<file path="src/rtl/mem_stage_pkg.sv">
// Shared pipeline package for the memory stage.
// Holds the memory-stage FSM state encoding and the default number of
// cycles an access may sit in WAIT before it is declared timed out.
package mem_stage_pkg;

  // Memory-stage access FSM states.
  typedef enum logic [1:0] {
    IDLE = 2'd0,
    WAIT = 2'd1,
    DONE = 2'd2
  } mem_state_e;

  // Default WAIT cycles allowed before a timeout error.
  localparam int MEM_MAX_WAIT_DEFAULT = 15;

endpackage : mem_stage_pkg

</file>
<file path="src/rtl/dff.sv">
// Generic storage cell used for every state element in the pipeline.
// Ports:
//   clk - clock
//   rst - asynchronous active-high reset, clears q to zero
//   en  - load enable
//   d   - next value, loaded on a rising clk edge while en is high
//   q   - stored value
module dff #(
  parameter int W = 1
) (
  input  logic         clk,
  input  logic         rst,
  input  logic         en,
  input  logic [W-1:0] d,
  output logic [W-1:0] q
);

  always_ff @(posedge clk or posedge rst) begin
    if (rst) begin
      q <= '0;
    end else if (en) begin
      q <= d;
    end
  end

endmodule : dff

</file>
<file path="src/rtl/mem_stage_wait_cnt.sv">
// Wait counter for the memory stage. Counts cycles spent in WAIT and flags
// the last cycle allowed before a timeout.
// Ports:
//   clk - clock
//   rst - asynchronous active-high reset
//   clr - force the count to zero (wins over en)
//   en  - advance the count by one
//   tc  - high while the count is on the final allowed WAIT cycle
module mem_wait_cnt
  import mem_stage_pkg::*;
#(
  parameter int MAX_WAIT = MEM_MAX_WAIT_DEFAULT
) (
  input  logic clk,
  input  logic rst,
  input  logic clr,
  input  logic en,
  output logic tc
);

  // The count never needs to exceed MAX_WAIT-1.
  localparam int CW = (MAX_WAIT < 2) ? 1 : $clog2(MAX_WAIT);

  logic [CW-1:0] cnt_reg;
  logic [CW-1:0] cnt_next;

  // The first WAIT cycle sees a count of 0, so the MAX_WAIT-th WAIT cycle
  // sees MAX_WAIT-1.
  assign tc = (cnt_reg == CW'(MAX_WAIT - 1));

  // Hold at the terminal count so the register never wraps.
  always_comb begin
    cnt_next = cnt_reg;
    if (clr) begin
      cnt_next = '0;
    end else if (en && !tc) begin
      cnt_next = cnt_reg + CW'(1);
    end
  end

  dff #(.W(CW)) u_cnt (
    .clk (clk),
    .rst (rst),
    .en  (1'b1),
    .d   (cnt_next),
    .q   (cnt_reg)
  );

endmodule : mem_wait_cnt

</file>
<file path="src/rtl/mem_stage.sv">
// Memory pipeline stage. Issues single-cycle read/write strobes for the
// instruction in EX/MEM, freezes the front of the pipe while a slow access
// is outstanding, and flags unaligned accesses and timeouts in a sticky
// error bit. A HALT instruction permanently disables further accesses.
// Ports:
//   clk, rst                - clock, asynchronous active-high reset
//   MEM_valid .. MEM_halt   - instruction held in EX/MEM
//   mem_done, mem_rd_data   - memory completion and read data
//   mem_addr, mem_wr_data   - memory address / store data
//   mem_rd, mem_wr          - one-cycle request strobes
//   MEM_mem_data            - load result for MEM/WB (0 for non-loads)
//   stall_pipe, wb_bubble   - freeze upstream stages / kill MEM/WB write
//   MEM_err                 - sticky unaligned/timeout error
module mem_stage
  import mem_stage_pkg::*;
#(
  parameter int MAX_WAIT = MEM_MAX_WAIT_DEFAULT
) (
  input  logic        clk,
  input  logic        rst,
  input  logic        MEM_valid,
  input  logic [15:0] MEM_EX_out,
  input  logic [15:0] MEM_wr_data,
  input  logic        MEM_mem_read,
  input  logic        MEM_mem_write,
  input  logic        MEM_halt,
  input  logic        mem_done,
  input  logic [15:0] mem_rd_data,
  output logic [15:0] mem_addr,
  output logic [15:0] mem_wr_data,
  output logic        mem_rd,
  output logic        mem_wr,
  output logic [15:0] MEM_mem_data,
  output logic        stall_pipe,
  output logic        wb_bubble,
  output logic        MEM_err
);

  logic [1:0]  state_raw;
  mem_state_e  state_reg;
  mem_state_e  state_next;
  logic        halted_reg;
  logic        err_reg;
  logic [15:0] addr_reg;
  logic [15:0] wdata_reg;
  logic        is_wr_reg;
  logic [15:0] cap_reg;

  logic        access;
  logic        set_halt;
  logic        set_err;
  logic        req_fire;
  logic        cnt_clr;
  logic        cnt_en;
  logic        cnt_tc;
  logic        cap_en;
  logic        rd_c;
  logic        wr_c;
  logic        stall_c;
  logic [15:0] addr_c;
  logic [15:0] wdata_c;
  logic [15:0] data_c;

  assign state_reg = mem_state_e'(state_raw);
  assign access    = MEM_valid & (MEM_mem_read | MEM_mem_write) & ~halted_reg & ~err_reg;

  always_comb begin
    state_next = state_reg;
    set_halt   = 1'b0;
    set_err    = 1'b0;
    req_fire   = 1'b0;
    cnt_clr    = 1'b0;
    cnt_en     = 1'b0;
    cap_en     = 1'b0;
    rd_c       = 1'b0;
    wr_c       = 1'b0;
    stall_c    = 1'b0;
    addr_c     = MEM_EX_out;
    wdata_c    = MEM_wr_data;
    data_c     = 16'h0000;
    case (state_reg)
      IDLE: begin
        if (MEM_valid && MEM_halt) begin
          set_halt = 1'b1;
        end else if (access) begin
          if (MEM_EX_out[0]) begin
            set_err = 1'b1;
          end else begin
            // A combined read+write is treated as a plain store.
            req_fire = 1'b1;
            wr_c     = MEM_mem_write;
            rd_c     = ~MEM_mem_write;
            if (mem_done) begin
              data_c = MEM_mem_write ? 16'h0000 : mem_rd_data;
            end else begin
              stall_c    = 1'b1;
              cnt_clr    = 1'b1;
              state_next = WAIT;
            end
          end
        end
      end
      WAIT: begin
        addr_c  = addr_reg;
        wdata_c = wdata_reg;
        stall_c = 1'b1;
        cnt_en  = 1'b1;
        if (mem_done) begin
          cap_en     = 1'b1;
          state_next = DONE;
        end else if (cnt_tc) begin
          set_err    = 1'b1;
          state_next = IDLE;
        end
      end
      DONE: begin
        addr_c     = addr_reg;
        wdata_c    = wdata_reg;
        data_c     = cap_reg;
        state_next = IDLE;
      end
      default: begin
        state_next = IDLE;
      end
    endcase
  end

  dff #(.W(2)) u_state (
    .clk (clk), .rst (rst), .en (1'b1), .d (state_next), .q (state_raw)
  );

  dff #(.W(1)) u_halted (
    .clk (clk), .rst (rst), .en (set_halt), .d (1'b1), .q (halted_reg)
  );

  dff #(.W(1)) u_err (
    .clk (clk), .rst (rst), .en (set_err), .d (1'b1), .q (err_reg)
  );

  // Address, store data and direction are held for the WAIT/DONE cycles.
  dff #(.W(33)) u_latch (
    .clk (clk),
    .rst (rst),
    .en  (req_fire),
    .d   ({MEM_mem_write, MEM_wr_data, MEM_EX_out}),
    .q   ({is_wr_reg, wdata_reg, addr_reg})
  );

  // Stores capture zero so MEM_mem_data stays 0 for non-loads in DONE.
  dff #(.W(16)) u_cap (
    .clk (clk),
    .rst (rst),
    .en  (cap_en),
    .d   (is_wr_reg ? 16'h0000 : mem_rd_data),
    .q   (cap_reg)
  );

  mem_wait_cnt #(.MAX_WAIT(MAX_WAIT)) u_wait_cnt (
    .clk (clk),
    .rst (rst),
    .clr (cnt_clr),
    .en  (cnt_en),
    .tc  (cnt_tc)
  );

  // Outputs are gated by rst so they drop immediately on reset, including
  // the combinational IDLE pass-through of MEM_EX_out / MEM_wr_data.
  assign mem_addr     = rst ? 16'h0000 : addr_c;
  assign mem_wr_data  = rst ? 16'h0000 : wdata_c;
  assign mem_rd       = rd_c & ~rst;
  assign mem_wr       = wr_c & ~rst;
  assign MEM_mem_data = rst ? 16'h0000 : data_c;
  assign stall_pipe   = stall_c & ~rst;
  assign wb_bubble    = stall_pipe;
  assign MEM_err      = err_reg & ~rst;

endmodule : mem_stage

</file>
<file path="config.mk">
export PLATFORM = sky130hd
export DESIGN_NAME = mem_stage
export DESIGN_NICKNAME = d
export VERILOG_FILES = /design/src/rtl/mem_stage_pkg.sv /design/src/rtl/dff.sv /design/src/rtl/mem_stage_wait_cnt.sv /design/src/rtl/mem_stage.sv
export SDC_FILE = /design/constraint.sdc
export NUM_CORES = 1
export LEC_CHECK = 0
export ABC_AREA = 1
export CELL_PAD_IN_SITES_DETAIL_PLACEMENT = 2
export CELL_PAD_IN_SITES_GLOBAL_PLACEMENT = 2
export CORE_UTILIZATION = 25
export CTS_CLUSTER_DIAMETER = 200
export DETAILED_ROUTE_END_ITERATION = 8
export PLACE_DENSITY_LB_ADDON = 0.1
export REMOVE_ABC_BUFFERS = 1
export SLEW_MARGIN = 20
export SYNTH_ARGS = -nofsm -noshare
export SYNTH_HDL_FRONTEND = slang
export SYNTH_SLANG_ARGS = --single-unit
export TNS_END_PERCENT = 100
</file>
<file path="constraint.sdc">
create_clock -name clk -period 4.45 [get_ports clk]
set_input_delay 0.89 -clock clk [delete_from_list [all_inputs] [get_ports clk]]
set_output_delay 0.89 -clock clk [all_outputs]
set_load 0.02 [all_outputs]
</file>
==> metrics.txt <==
# clock sinks=57; worst r2r dst=u_cap.q[3]$_DFFE_PP0P_; largest net degree at the start of global routing=66; CTS buffer count=9; HP Class=reg2reg; FF-to-FF path depth=4; slew margin rel.=28.46%; register area=1426 um^2; cell count after synthesis=432; total gr overflow=0; crit-path cells=clkdlybuf4s50_1, nand3_2, nor2_2, buf_4, nand4_1, a21oi_1, clkdlybuf4s50_1; final WL=10.50 mm; placed instance area=4454 um^2; Post-DRT Antenna Nets=0; Reg clk slew, reported paths=50 ps; Switching Fraction=24.44%; Post-CTS Setup Inserts=0; RSZ-0062 raised after global routing=false; number of I/O pins=108; PortBufs=107; drt first-iter violations=111; clk buf depth=2; Hold Vio Cnt, Final=0; CTS hold repair buffers=0; Detailed Place HPWL=7.324 mm; GRT Total Usage=16.80%; f_max=251.6 MHz; Via density=4.707; clock share of power=48.6%; sequential-to-total area share from yosys stat=43.80%; Max Cap Viol=0; post-route minimum period=3975 ps; fillers=1481; H-tree level count=3; DR vias=3304; layout cells sized above 1=6.604%; Post-CTS Resized=0; antenna violations before repair=0; drt pass-1 iters=4; TNS Setup=0 ps; Synth top area share=43.80%; routed len/inst=14.96 um; multi-input logic area=1411 um^2; most frequent cells in the layout=clkdlybuf4s50_1, nand2_1, inv_1, dfrtp_1, a21oi_1; Root Buffer=clkbuf_16; final setup violation count=0; Die Area=13490 um^2; Worst EP required=3560 ps; Yosys cell types=26; Final Skew=6.154 ps; fin crit share=89.33%; Netlist Area Pre-Place=3257 um^2; Layout Cell Area excl Fill=4736 um^2; Nets=586; PD cells=285.0 nW/um^2; Slew Viols, Final=0; Hold Path Sink=u_latch.q[0]$_DFFE_PP0P_; Yosys reg bits=57; worst flop-to-flop path startpoint=u_state.q[1]$_DFFE_PP0P_; CP arrival=3090 ps; n_diodes=0; CTS tree=done; Chip Width=116.1 um; Row Count=41; reg2reg setup slack=2470 ps; Leak=2.129 nW; Crit Path Max Fanout=14; starting density of the core=25.70%; Post-route DRC=0; vias in the first global route=3522; most frequent CP cell=clkdlybuf4s50_1; status=finished, final reports clean; Comb pwr share=12.9%; yosys warns=0; Slew @ Worst Pin=1071 ps; synth top area cells=dfrtp_1, nand2_1, a21oi_1; core area=12670 um^2; Mapped Avg Cell Area=7.539 um^2; max incr delay on CP=620 ps; Worst setup SP type=primary input; Die Ht=116.1 um; Area growth syn-to-layout=45.41%; Hold Startpoint=u_latch.q[0]$_DFFE_PP0P_; Crit-path slowest cell=clkdlybuf4s50_1; most common cell after layout, fill and taps aside=clkdlybuf4s50_1; Seq pwr share=38.5%; global-route wire length before repair=17.17 mm; peak supply drop=0.1850 mV; cell type with the largest total area after synthesis=dfrtp_1; P_int=0.001020 W; Clk Latency, worst-skew pair=340 ps; CP Class=in2out; hold depth=2; crit path capture type=output port; NetSw=0.0003298 W; Final GP Congestion=0.7365
[synth_stat cells, drive strengths merged]
library cell,n
nand4,19
o21ai,66
nand3,10
a21oi,50
o311ai,1
o31ai,16
clkbuf,20
inv,63
buf,12
nand2,84
nor2,25
nor3,2
dfrtp,57
clkinv,2
ha,5
[critical path: cells and delay by family]
family	cells	cell delay [ps]
compound gates	1	160
simple gates	3	520
buf+inv	3	1510
[final cells by class]
| cell class | instances | area share, % |
|---|---|---|
| tap | 172 | 4.544 |
| inverter | 65 | 5.178 |
| clock buffer | 12 | 5.627 |
| clock inverter | 3 | 0.3170 |
| multi-input combinational | 278 | 29.80 |
| timing repair buffer | 115 | 24.41 |
| sequential | 57 | 30.12 |
[state kept, by name, summed over array words and instances, names as in the netlist]
signal              count
u_cap.q                16
u_err.q                 1
u_latch.q              33
u_state.q               2
u_halted.q              1
u_wait_cnt.u_cnt.q      4
[power by group through the flow]
| stage | Sequential, W | Clock [W] | Combinational, W |
|---|---|---|---|
| after floorplan | 0.000528 | 0 | 0.0000685 |
| after global routing | 0.000518 | 0.000707 | 0.000190 |
| after CTS | 0.000519 | 0.000685 | 0.000179 |
| after global placement | 0.000528 | 0 | 0.000174 |
| after detailed placement | 0.000528 | 0 | 0.000177 |
| final | 0.000519 | 0.000656 | 0.000175 |
[metrics by stage]
stage               hold slack (ps)  util (%)  instances  power [W]  worst slack, ps
CTS                           481.4     37.38        702   0.001382            476.3
finish                        475.8     37.38        702   0.001350            474.7
detailed placement            466.5     35.15        687  0.0007052            477.4
global route                  506.4     37.38        702   0.001416            337.6
global placement              449.4     35.15        687  0.0007020            558.2
floorplan                     433.3         -        400  0.0005963            489.8
[worst max path at each step]
stage	endpoint	cells past startpoint	slack [ps]	startpoint
finish	MEM_mem_data[3]	7	470	MEM_valid
global route	MEM_mem_data[6]	7	340	MEM_valid
CTS	MEM_mem_data[1]	7	480	MEM_valid
detailed placement	MEM_mem_data[1]	7	480	MEM_valid
global placement	wb_bubble	6	560	MEM_valid
floorplan	mem_addr[10]	3	490	rst
[cells by family after synthesis]
group	Yosys count	share of synthesized area (%)
adder cells (fa/ha/maj)	5	1.921
buffers and inverters	97	12.87
AO/OA/AOI/OAI	133	22.70
flip-flops	57	43.80
AND/OR/NAND/NOR	140	18.71
[layer usage]
metal,up-vias,part of all wire [%],global-route usage [%]
li1,1614,-,-
met3,9,3.8,4.930
met5,-,0,0
met2,57,51,29.29
met1,1624,44,19.83
met4,0,1.3,5.385
(Power assumes the default switching activity.)
